==> config.mk <==
export PLATFORM = sky130hd
export DESIGN_NAME = inv_cipher_flat
export DESIGN_NICKNAME = d
export VERILOG_FILES = /design/src/rtl/aes_pkg.sv /design/src/rtl/inv_cipher_if.sv /design/src/rtl/inv_cipher_inv_round.sv /design/src/rtl/inv_cipher.sv /design/src/flat_wrapper.sv
export SDC_FILE = /design/constraint.sdc
export NUM_CORES = 2
export LEC_CHECK = 0
export CELL_PAD_IN_SITES_DETAIL_PLACEMENT = 1
export CELL_PAD_IN_SITES_GLOBAL_PLACEMENT = 2
export CORE_AREA = 3 3 650 652
export CTS_BUF_LIST = sky130_fd_sc_hd__clkbuf_8
export DETAILED_ROUTE_END_ITERATION = 12
export DIE_AREA = 0 0 653 655
export PLACE_DENSITY = 0.64
export SLEW_MARGIN = 20
export SYNTH_ARGS = -nofsm -noshare
export SYNTH_HDL_FRONTEND = slang
export SYNTH_SLANG_ARGS = --single-unit
export TNS_END_PERCENT = 20
==> constraint.sdc <==
create_clock -name clks -period 8.6 [get_ports clks]
set_clock_uncertainty 0.2 [all_clocks]
set_input_delay 2.58 -clock clks [delete_from_list [all_inputs] [get_ports clks]]
set_output_delay 2.58 -clock clks [all_outputs]
set_load 0.1 [all_outputs]
==> src/rtl/aes_pkg.sv <==
// Shared AES decryption definitions: inverse S-box, GF(2^8) helpers, FSM encoding.
// The optional key latch is selected in the top with INV_CIPHER_KEY_LATCH_EN.
package aes_pkg;

    localparam int RK_W = 128;

    typedef enum logic [1:0] {
        IDLE   = 2'd0,
        ROUNDS = 2'd1,
        FINAL  = 2'd2
    } fsm_e;

    localparam logic [7:0] INV_SBOX [256] = '{
        8'h52, 8'h09, 8'h6a, 8'hd5, 8'h30, 8'h36, 8'ha5, 8'h38, 8'hbf, 8'h40, 8'ha3, 8'h9e, 8'h81, 8'hf3, 8'hd7, 8'hfb,
        8'h7c, 8'he3, 8'h39, 8'h82, 8'h9b, 8'h2f, 8'hff, 8'h87, 8'h34, 8'h8e, 8'h43, 8'h44, 8'hc4, 8'hde, 8'he9, 8'hcb,
        8'h54, 8'h7b, 8'h94, 8'h32, 8'ha6, 8'hc2, 8'h23, 8'h3d, 8'hee, 8'h4c, 8'h95, 8'h0b, 8'h42, 8'hfa, 8'hc3, 8'h4e,
        8'h08, 8'h2e, 8'ha1, 8'h66, 8'h28, 8'hd9, 8'h24, 8'hb2, 8'h76, 8'h5b, 8'ha2, 8'h49, 8'h6d, 8'h8b, 8'hd1, 8'h25,
        8'h72, 8'hf8, 8'hf6, 8'h64, 8'h86, 8'h68, 8'h98, 8'h16, 8'hd4, 8'ha4, 8'h5c, 8'hcc, 8'h5d, 8'h65, 8'hb6, 8'h92,
        8'h6c, 8'h70, 8'h48, 8'h50, 8'hfd, 8'hed, 8'hb9, 8'hda, 8'h5e, 8'h15, 8'h46, 8'h57, 8'ha7, 8'h8d, 8'h9d, 8'h84,
        8'h90, 8'hd8, 8'hab, 8'h00, 8'h8c, 8'hbc, 8'hd3, 8'h0a, 8'hf7, 8'he4, 8'h58, 8'h05, 8'hb8, 8'hb3, 8'h45, 8'h06,
        8'hd0, 8'h2c, 8'h1e, 8'h8f, 8'hca, 8'h3f, 8'h0f, 8'h02, 8'hc1, 8'haf, 8'hbd, 8'h03, 8'h01, 8'h13, 8'h8a, 8'h6b,
        8'h3a, 8'h91, 8'h11, 8'h41, 8'h4f, 8'h67, 8'hdc, 8'hea, 8'h97, 8'hf2, 8'hcf, 8'hce, 8'hf0, 8'hb4, 8'he6, 8'h73,
        8'h96, 8'hac, 8'h74, 8'h22, 8'he7, 8'had, 8'h35, 8'h85, 8'he2, 8'hf9, 8'h37, 8'he8, 8'h1c, 8'h75, 8'hdf, 8'h6e,
        8'h47, 8'hf1, 8'h1a, 8'h71, 8'h1d, 8'h29, 8'hc5, 8'h89, 8'h6f, 8'hb7, 8'h62, 8'h0e, 8'haa, 8'h18, 8'hbe, 8'h1b,
        8'hfc, 8'h56, 8'h3e, 8'h4b, 8'hc6, 8'hd2, 8'h79, 8'h20, 8'h9a, 8'hdb, 8'hc0, 8'hfe, 8'h78, 8'hcd, 8'h5a, 8'hf4,
        8'h1f, 8'hdd, 8'ha8, 8'h33, 8'h88, 8'h07, 8'hc7, 8'h31, 8'hb1, 8'h12, 8'h10, 8'h59, 8'h27, 8'h80, 8'hec, 8'h5f,
        8'h60, 8'h51, 8'h7f, 8'ha9, 8'h19, 8'hb5, 8'h4a, 8'h0d, 8'h2d, 8'he5, 8'h7a, 8'h9f, 8'h93, 8'hc9, 8'h9c, 8'hef,
        8'ha0, 8'he0, 8'h3b, 8'h4d, 8'hae, 8'h2a, 8'hf5, 8'hb0, 8'hc8, 8'heb, 8'hbb, 8'h3c, 8'h83, 8'h53, 8'h99, 8'h61,
        8'h17, 8'h2b, 8'h04, 8'h7e, 8'hba, 8'h77, 8'hd6, 8'h26, 8'he1, 8'h69, 8'h14, 8'h63, 8'h55, 8'h21, 8'h0c, 8'h7d
    };

    function automatic logic [7:0] xtime(input logic [7:0] b);
        return {b[6:0], 1'b0} ^ (b[7] ? 8'h1b : 8'h00);
    endfunction

    // Multiply by a constant built from the bits of c (x9, xB, xD, xE).
    function automatic logic [7:0] gf_mul(input logic [7:0] b, input logic [3:0] c);
        logic [7:0] b2, b4, b8;
        b2 = xtime(b);
        b4 = xtime(b2);
        b8 = xtime(b4);
        return (c[0] ? b : 8'h00) ^ (c[1] ? b2 : 8'h00) ^ (c[2] ? b4 : 8'h00) ^ (c[3] ? b8 : 8'h00);
    endfunction

    function automatic logic [31:0] inv_mix_col(input logic [31:0] col);
        logic [7:0] s0, s1, s2, s3;
        s0 = col[31:24];
        s1 = col[23:16];
        s2 = col[15:8];
        s3 = col[7:0];
        return {gf_mul(s0, 4'he) ^ gf_mul(s1, 4'hb) ^ gf_mul(s2, 4'hd) ^ gf_mul(s3, 4'h9),
                gf_mul(s0, 4'h9) ^ gf_mul(s1, 4'he) ^ gf_mul(s2, 4'hb) ^ gf_mul(s3, 4'hd),
                gf_mul(s0, 4'hd) ^ gf_mul(s1, 4'h9) ^ gf_mul(s2, 4'he) ^ gf_mul(s3, 4'hb),
                gf_mul(s0, 4'hb) ^ gf_mul(s1, 4'hd) ^ gf_mul(s2, 4'h9) ^ gf_mul(s3, 4'he)};
    endfunction

    function automatic logic [0:127] add_round_key(input logic [0:127] s, input logic [0:127] k);
        return s ^ k;
    endfunction

endpackage

==> src/rtl/inv_cipher_if.sv <==
// Block/handshake bundle between an AES decryptor and its requester.
interface inv_cipher_if #(
    parameter int NK = 4,
    parameter int NR = NK + 6
);
    logic                     start;
    logic [0:127]             cipherText;
    logic [0:128*(NR+1)-1]    keys;
    logic [0:127]             plainText;
    logic                     busy;
    logic                     done;

    modport master (output start, cipherText, keys, input plainText, busy, done);
    modport slave  (input start, cipherText, keys, output plainText, busy, done);
endinterface

==> src/rtl/inv_cipher_inv_round.sv <==
// One combinational inverse round; i_bypass_mix skips InvMixColumns for the last round.
import aes_pkg::*;

module inv_round (
    input  logic [0:127] i_state,
    input  logic [0:127] i_round_key,
    input  logic         i_bypass_mix,
    output logic [0:127] o_state
);
    logic [7:0]  w_byte [16];
    logic [31:0] w_col;

    // Byte (r,c) lives at index r+4c; row r is rotated right by r columns.
    always_comb begin
        w_byte  = '{default: 8'h00};
        w_col   = 32'h0000_0000;
        o_state = '0;
        for (int c = 0; c < 4; c++) begin
            for (int r = 0; r < 4; r++) begin
                w_byte[r + 4*c] = INV_SBOX[i_state[8*(r + 4*((c - r + 4) % 4)) +: 8]]
                                  ^ i_round_key[8*(r + 4*c) +: 8];
            end
        end
        for (int c = 0; c < 4; c++) begin
            w_col = {w_byte[4*c], w_byte[4*c+1], w_byte[4*c+2], w_byte[4*c+3]};
            if (i_bypass_mix) begin
                o_state[32*c +: 32] = w_col;
            end else begin
                o_state[32*c +: 32] = inv_mix_col(w_col);
            end
        end
    end
endmodule

==> src/rtl/inv_cipher.sv <==
// Iterative AES InvCipher, one inverse round per clock.
// Define INV_CIPHER_KEY_LATCH_EN to capture the key schedule on start.
import aes_pkg::*;

module inv_cipher #(
    parameter int Nk = 4,
    parameter int Nr = Nk + 6
) (
    input  logic         clks,
    input  logic         reset,
    inv_cipher_if.slave  bus
);
    localparam int KEY_W = RK_W * (Nr + 1);

    fsm_e             r_fsm;
    fsm_e             w_fsm_nxt;
    logic [3:0]       r_round;
    logic [0:127]     r_state;
    logic [0:127]     r_plain;
    logic             r_busy;
    logic             r_done;
    logic [0:KEY_W-1] w_keys;
    logic [0:127]     w_rkey;
    logic [0:127]     w_round_out;
    logic             w_accept;

    assign w_accept = (r_fsm == IDLE) && bus.start;

`ifdef INV_CIPHER_KEY_LATCH_EN
    logic [0:KEY_W-1] r_keys;

    // Private copy of the schedule so the requester may reuse the key bus while busy.
    always_ff @(posedge clks) begin
        if (reset) begin
            r_keys <= '0;
        end else if (w_accept) begin
            r_keys <= bus.keys;
        end
    end
    assign w_keys = r_keys;
`else
    assign w_keys = bus.keys;
`endif

    // r_round is already 0 in FINAL, so one selector serves both round kinds.
    assign w_rkey = w_keys[RK_W*int'(r_round) +: RK_W];

    inv_round u_round (
        .i_state      (r_state),
        .i_round_key  (w_rkey),
        .i_bypass_mix (r_fsm == FINAL),
        .o_state      (w_round_out)
    );

    // Controller state register.
    always_ff @(posedge clks) begin
        if (reset) begin
            r_fsm <= IDLE;
        end else begin
            r_fsm <= w_fsm_nxt;
        end
    end

    // Next-state selection.
    always_comb begin
        w_fsm_nxt = r_fsm;
        case (r_fsm)
            IDLE: begin
                if (bus.start) begin
                    w_fsm_nxt = ROUNDS;
                end else begin
                    w_fsm_nxt = IDLE;
                end
            end
            ROUNDS: begin
                if (r_round == 4'd1) begin
                    w_fsm_nxt = FINAL;
                end else begin
                    w_fsm_nxt = ROUNDS;
                end
            end
            FINAL:   w_fsm_nxt = IDLE;
            default: w_fsm_nxt = IDLE;
        endcase
    end

    // Datapath, round counter and registered outputs.
    always_ff @(posedge clks) begin
        if (reset) begin
            r_round <= 4'd0;
            r_state <= '0;
            r_plain <= '0;
            r_busy  <= 1'b0;
            r_done  <= 1'b0;
        end else begin
            r_done <= 1'b0;
            case (r_fsm)
                IDLE: begin
                    if (bus.start) begin
                        r_state <= add_round_key(bus.cipherText, bus.keys[RK_W*Nr +: RK_W]);
                        r_round <= 4'(Nr - 1);
                        r_busy  <= 1'b1;
                    end
                end
                ROUNDS: begin
                    r_state <= w_round_out;
                    r_round <= r_round - 4'd1;
                end
                FINAL: begin
                    r_plain <= w_round_out;
                    r_done  <= 1'b1;
                    r_busy  <= 1'b0;
                    r_round <= 4'd0;
                end
                default: begin
                    r_round <= 4'd0;
                end
            endcase
        end
    end

    assign bus.plainText = r_plain;
    assign bus.busy      = r_busy;
    assign bus.done      = r_done;

endmodule

==> src/flat_wrapper.sv <==
// flat-port wrapper written by rule: the top's interface ports become plain ports
module inv_cipher_flat 
#(
    parameter int Nk = 4,
    parameter int Nr = Nk + 6
)
  (clks, reset, bus_start, bus_cipherText, bus_keys, bus_plainText, bus_busy, bus_done);
  inv_cipher_if #(.NK(4)) bus_i ();
  input  logic clks;
  input  logic reset;
  input wire logic [$bits(bus_i.start)-1:0] bus_start;
  input wire logic [$bits(bus_i.cipherText)-1:0] bus_cipherText;
  input wire logic [$bits(bus_i.keys)-1:0] bus_keys;
  output wire logic [$bits(bus_i.plainText)-1:0] bus_plainText;
  output wire logic [$bits(bus_i.busy)-1:0] bus_busy;
  output wire logic [$bits(bus_i.done)-1:0] bus_done;
  assign bus_i.start = bus_start;
  assign bus_i.cipherText = bus_cipherText;
  assign bus_i.keys = bus_keys;
  assign bus_plainText = bus_i.plainText;
  assign bus_busy = bus_i.busy;
  assign bus_done = bus_i.done;
  inv_cipher #(.Nk(Nk), .Nr(Nr)) u_core (.clks(clks), .reset(reset), .bus(bus_i));
endmodule
==> impl_metrics.py <==
metrics = {
    "status": {
        "outcome": "completed",
    },
    "synth": {
        "netlist_area_mm2": 0.0882,
        "synth_edf_count": 0,
        "synthArstFlopShare_pct": 0,
        "ys_warn_count": 0,
        "ys_ff_latch": 264,
        "synth_top_area_share_pct": 9.07,
        "synth.area.top_cells": "mux4_2, dfxtp_1, xnor2_1, ha_1, a21oi_1",
        "synth.avg_cell_area_um2": 7.36,
        "ys_seq_area_share_pct": 5.99,
        "synth_top_flop_cell": "dfxtp_1",
        "synth_nets": 13900,
        "ys_types": 114,
        "yosysTopAreaCell": "mux4_2",
        "syn_inst": 12000,
    },
    "sta": {
        "maxSlewHeadroom_pct": 13.1,
        "slew_violations": 0,
        "fmax_ghz": 0.143,
        "period_share_pct": 81.6,
        "worst_pin_slew_ns": 1.27,
        "finalHoldViolCount": 0,
        "rsz0062_at_grt": "no",
        "tns_ns": 0,
        "setup_violations": 0,
        "finalCriticalPeriod_ns": 7.02,
    },
    "critical_path": {
        "cp_top_family": "compound AO/OA/AOI/OAI gates",
        "crit_path_max_fanout": 31,
        "r2r_start": "u_core.r_state[78]",
        "cp_data_arrival_time_ns": 7.54,
        "path_class": "reg -> reg",
        "cp_num_cells": 15,
        "crit_top_cell": "xnor3_1",
        "cp-endpoint": "u_core.r_state[99]",
        "rr_worst_depth": 15,
        "cp_cell_sequence": "buf_4, inv_1, ha_1, and2_1, o21a_1, o211ai_1, a2111oi_0, nor4_1, or4_1, xor2_1, xnor3_1, xnor3_1, xnor2_2, xnor2_1, a211oi_1",
        "worst-path-buf-inv": 2,
        "worstSetupStartpointType": "register",
        "crit_slowest_cell": "a2111oi_0",
        "crit_start": "u_core.r_state[78]",
        "required_ns": 9.13,
        "reg2reg_to": "u_core.r_state[99]",
        "r2r_setup_slack_ns": 1.58,
        "crit_path_max_incr_delay_ns": 1.02,
        "crit_path_end_kind": "register",
    },
    "floorplanning": {
        "die_area_mm2": 0.428,
        "die_h_um": 655,
        "initial_utilization_pct": 21.2,
        "pin_count": 1669,
        "fp.coreArea_mm2": 0.417,
        "placementRows": 237,
        "dieWidth_um": 653,
    },
    "route": {
        "vias_per_cell": 6.16,
        "drtIter0Drc": 16700,
        "ant_nets": 0,
        "firstDrtPassIters": 8,
        "drc": 0,
        "avgRoutedWirePerCell_um": 46.4,
        "routed_wirelength_mm": 873,
        "vias": 116000,
    },
    "clock_tree": {
        "clock-sinks": 264,
        "hold_buffers": 0,
        "ctsResizeCount": 0,
        "cts-root-buf": "clkbuf_8",
        "clk_pin_slew_worst_paths_ns": 0.07,
        "post_cts_buffers": 0,
        "cts_tree": "built",
        "cts.htree.levels": 2,
        "cts_made_buffers": 61,
        "clk_latency_ns": 0.90,
        "clk_path_buf_depth": 3,
    },
    "grt": {
        "grt_antenna_before_repair": 393,
        "grt_pass1_vias": 109000,
        "grt_pass1_wl_mm": 1120,
        "grt_overflow": 0,
        "track_usage_pct": 38.7,
        "grt_max_degree": 160,
    },
    "place": {
        "buffer_ports.inserted": 1668,
        "place_congestion": 1.05,
        "dp_hpwl_mm": 703,
    },
    "job": {
        "max_cap_violations": 0,
    },
    "hold_path": {
        "worstHoldStart": "u_core.bus.plainText[8]",
        "hold_class": "reg -> reg",
    },
    "cells_and_area": {
        "area_growth_pct": 27.6,
        "layout.nets": 14800,
        "drive_above_1_share_pct": 11.0,
    },
}
## worst reg2reg max path, cell delays in order, from the launching register on
cell and delay, ns:
dfxtp_1 0.34, buf_4 0.42, inv_1 0.42, ha_1 0.94, and2_1 0.51, o21a_1 0.20, o211ai_1 0.18, a2111oi_0 1.02
nor4_1 0.09, or4_1 0.80, xor2_1 0.26, xnor3_1 0.31, xnor3_1 0.49, xnor2_2 0.27, xnor2_1 0.13, a211oi_1 0.26
## worst min-delay path by stage
stage	endpoint	slack [ns]	cells past startpoint
CTS	u_core.bus.plainText[88]	0.26	2
detailed placement	u_core.bus.plainText[88]	0.25	2
finish	u_core.bus.plainText[8]	0.26	2
floorplan	u_core.r_fsm[0]	0.42	2
global placement	u_core.bus.plainText[124]	0.24	2
global route	u_core.bus.plainText[105]	0.28	2
## layer usage
metal	vias up	global-route usage [%]	part of all wire (%)
met4	180	32.3	9.8
met3	1622	12.5	11
li1	47700	-	-
met5	-	0	0.18
met1	59000	46.8	38
met2	7430	55.4	41
## stage by stage
stage / hold WS, ns / setup WS, ns / utilization (%) / instances / area (um2)
final: 0.256 / 1.58 / 27.0 / 18800 / 113000
after global routing: 0.276 / 1.54 / 26.9 / 18700 / 112000
after CTS: 0.259 / 1.75 / 26.8 / 18400 / 112000
after detailed placement: 0.251 / 0.807 / 26.4 / 18300 / 110000
after global placement: 0.243 / 0.809 / 26.4 / 18300 / 110000
after floorplan: 0.416 / 2.68 / - / 12000 / 88200
## sequential cells by signal, indices dropped and copies added (netlist names)
signal / cells
u_core.bus.done: 1
u_core.r_fsm: 2
u_core.r_round: 4
u_core.bus.busy: 1
u_core.r_state: 128
u_core.bus.plainText: 128
## cells in the final DEF, fill, tap and decap left out, types with 276 or more instances in the layout
cell and instances:
diode_2 380, mux4_2 355, buf_4 507, ha_1 346, nand3_1 276, nor2b_1 341
mux2i_1 355, nand2_1 774, a21oi_1 851, nor2_1 959, o21ai_0 679, xor2_1 356
clkdlybuf4s50_1 1644, nand2b_1 377, xnor2_1 536, nor3_1 426
## synth_stat cells (all sizes together) (180+ instances only)
cell    instances
a211oi        274
a21oi         852
a31oi         198
buf           715
clkbuf        624
dfxtp         264
ha            346
mux2i         355
mux4          355
nand2         776
nand2b        379
nand3         276
nor2          969
nor2b         343
nor3          429
o211ai        192
o21ai         704
o22ai         187
o311ai        180
xnor2         563
xor2          398
## logic make-up after synthesis
group | share of synthesized area [%]
adders and majority gates | 4.98
buffers and inverters | 8.06
DFF | 5.99
AOI/OAI and AO/OA | 32.4
and+or+nand+nor | 22.2
xor gates and xnor gates | 12.6
muxes | 13.8
## area by class of cell
type,instances,area (um2)
Antenna cell,380,951
Multi-Input combinational cell,10200,76100
Clock buffer,74,1020
Timing Repair Buffer,2184,20900
Fill cell,50100,304000
Inverter,198,743
Sequential cell,264,5450
Tap cell,5497,6880
Clock inverter,40,526
Power is not shown: default switching activity piles up to over one toggle a cycle in this logic, so the estimate is an artifact.
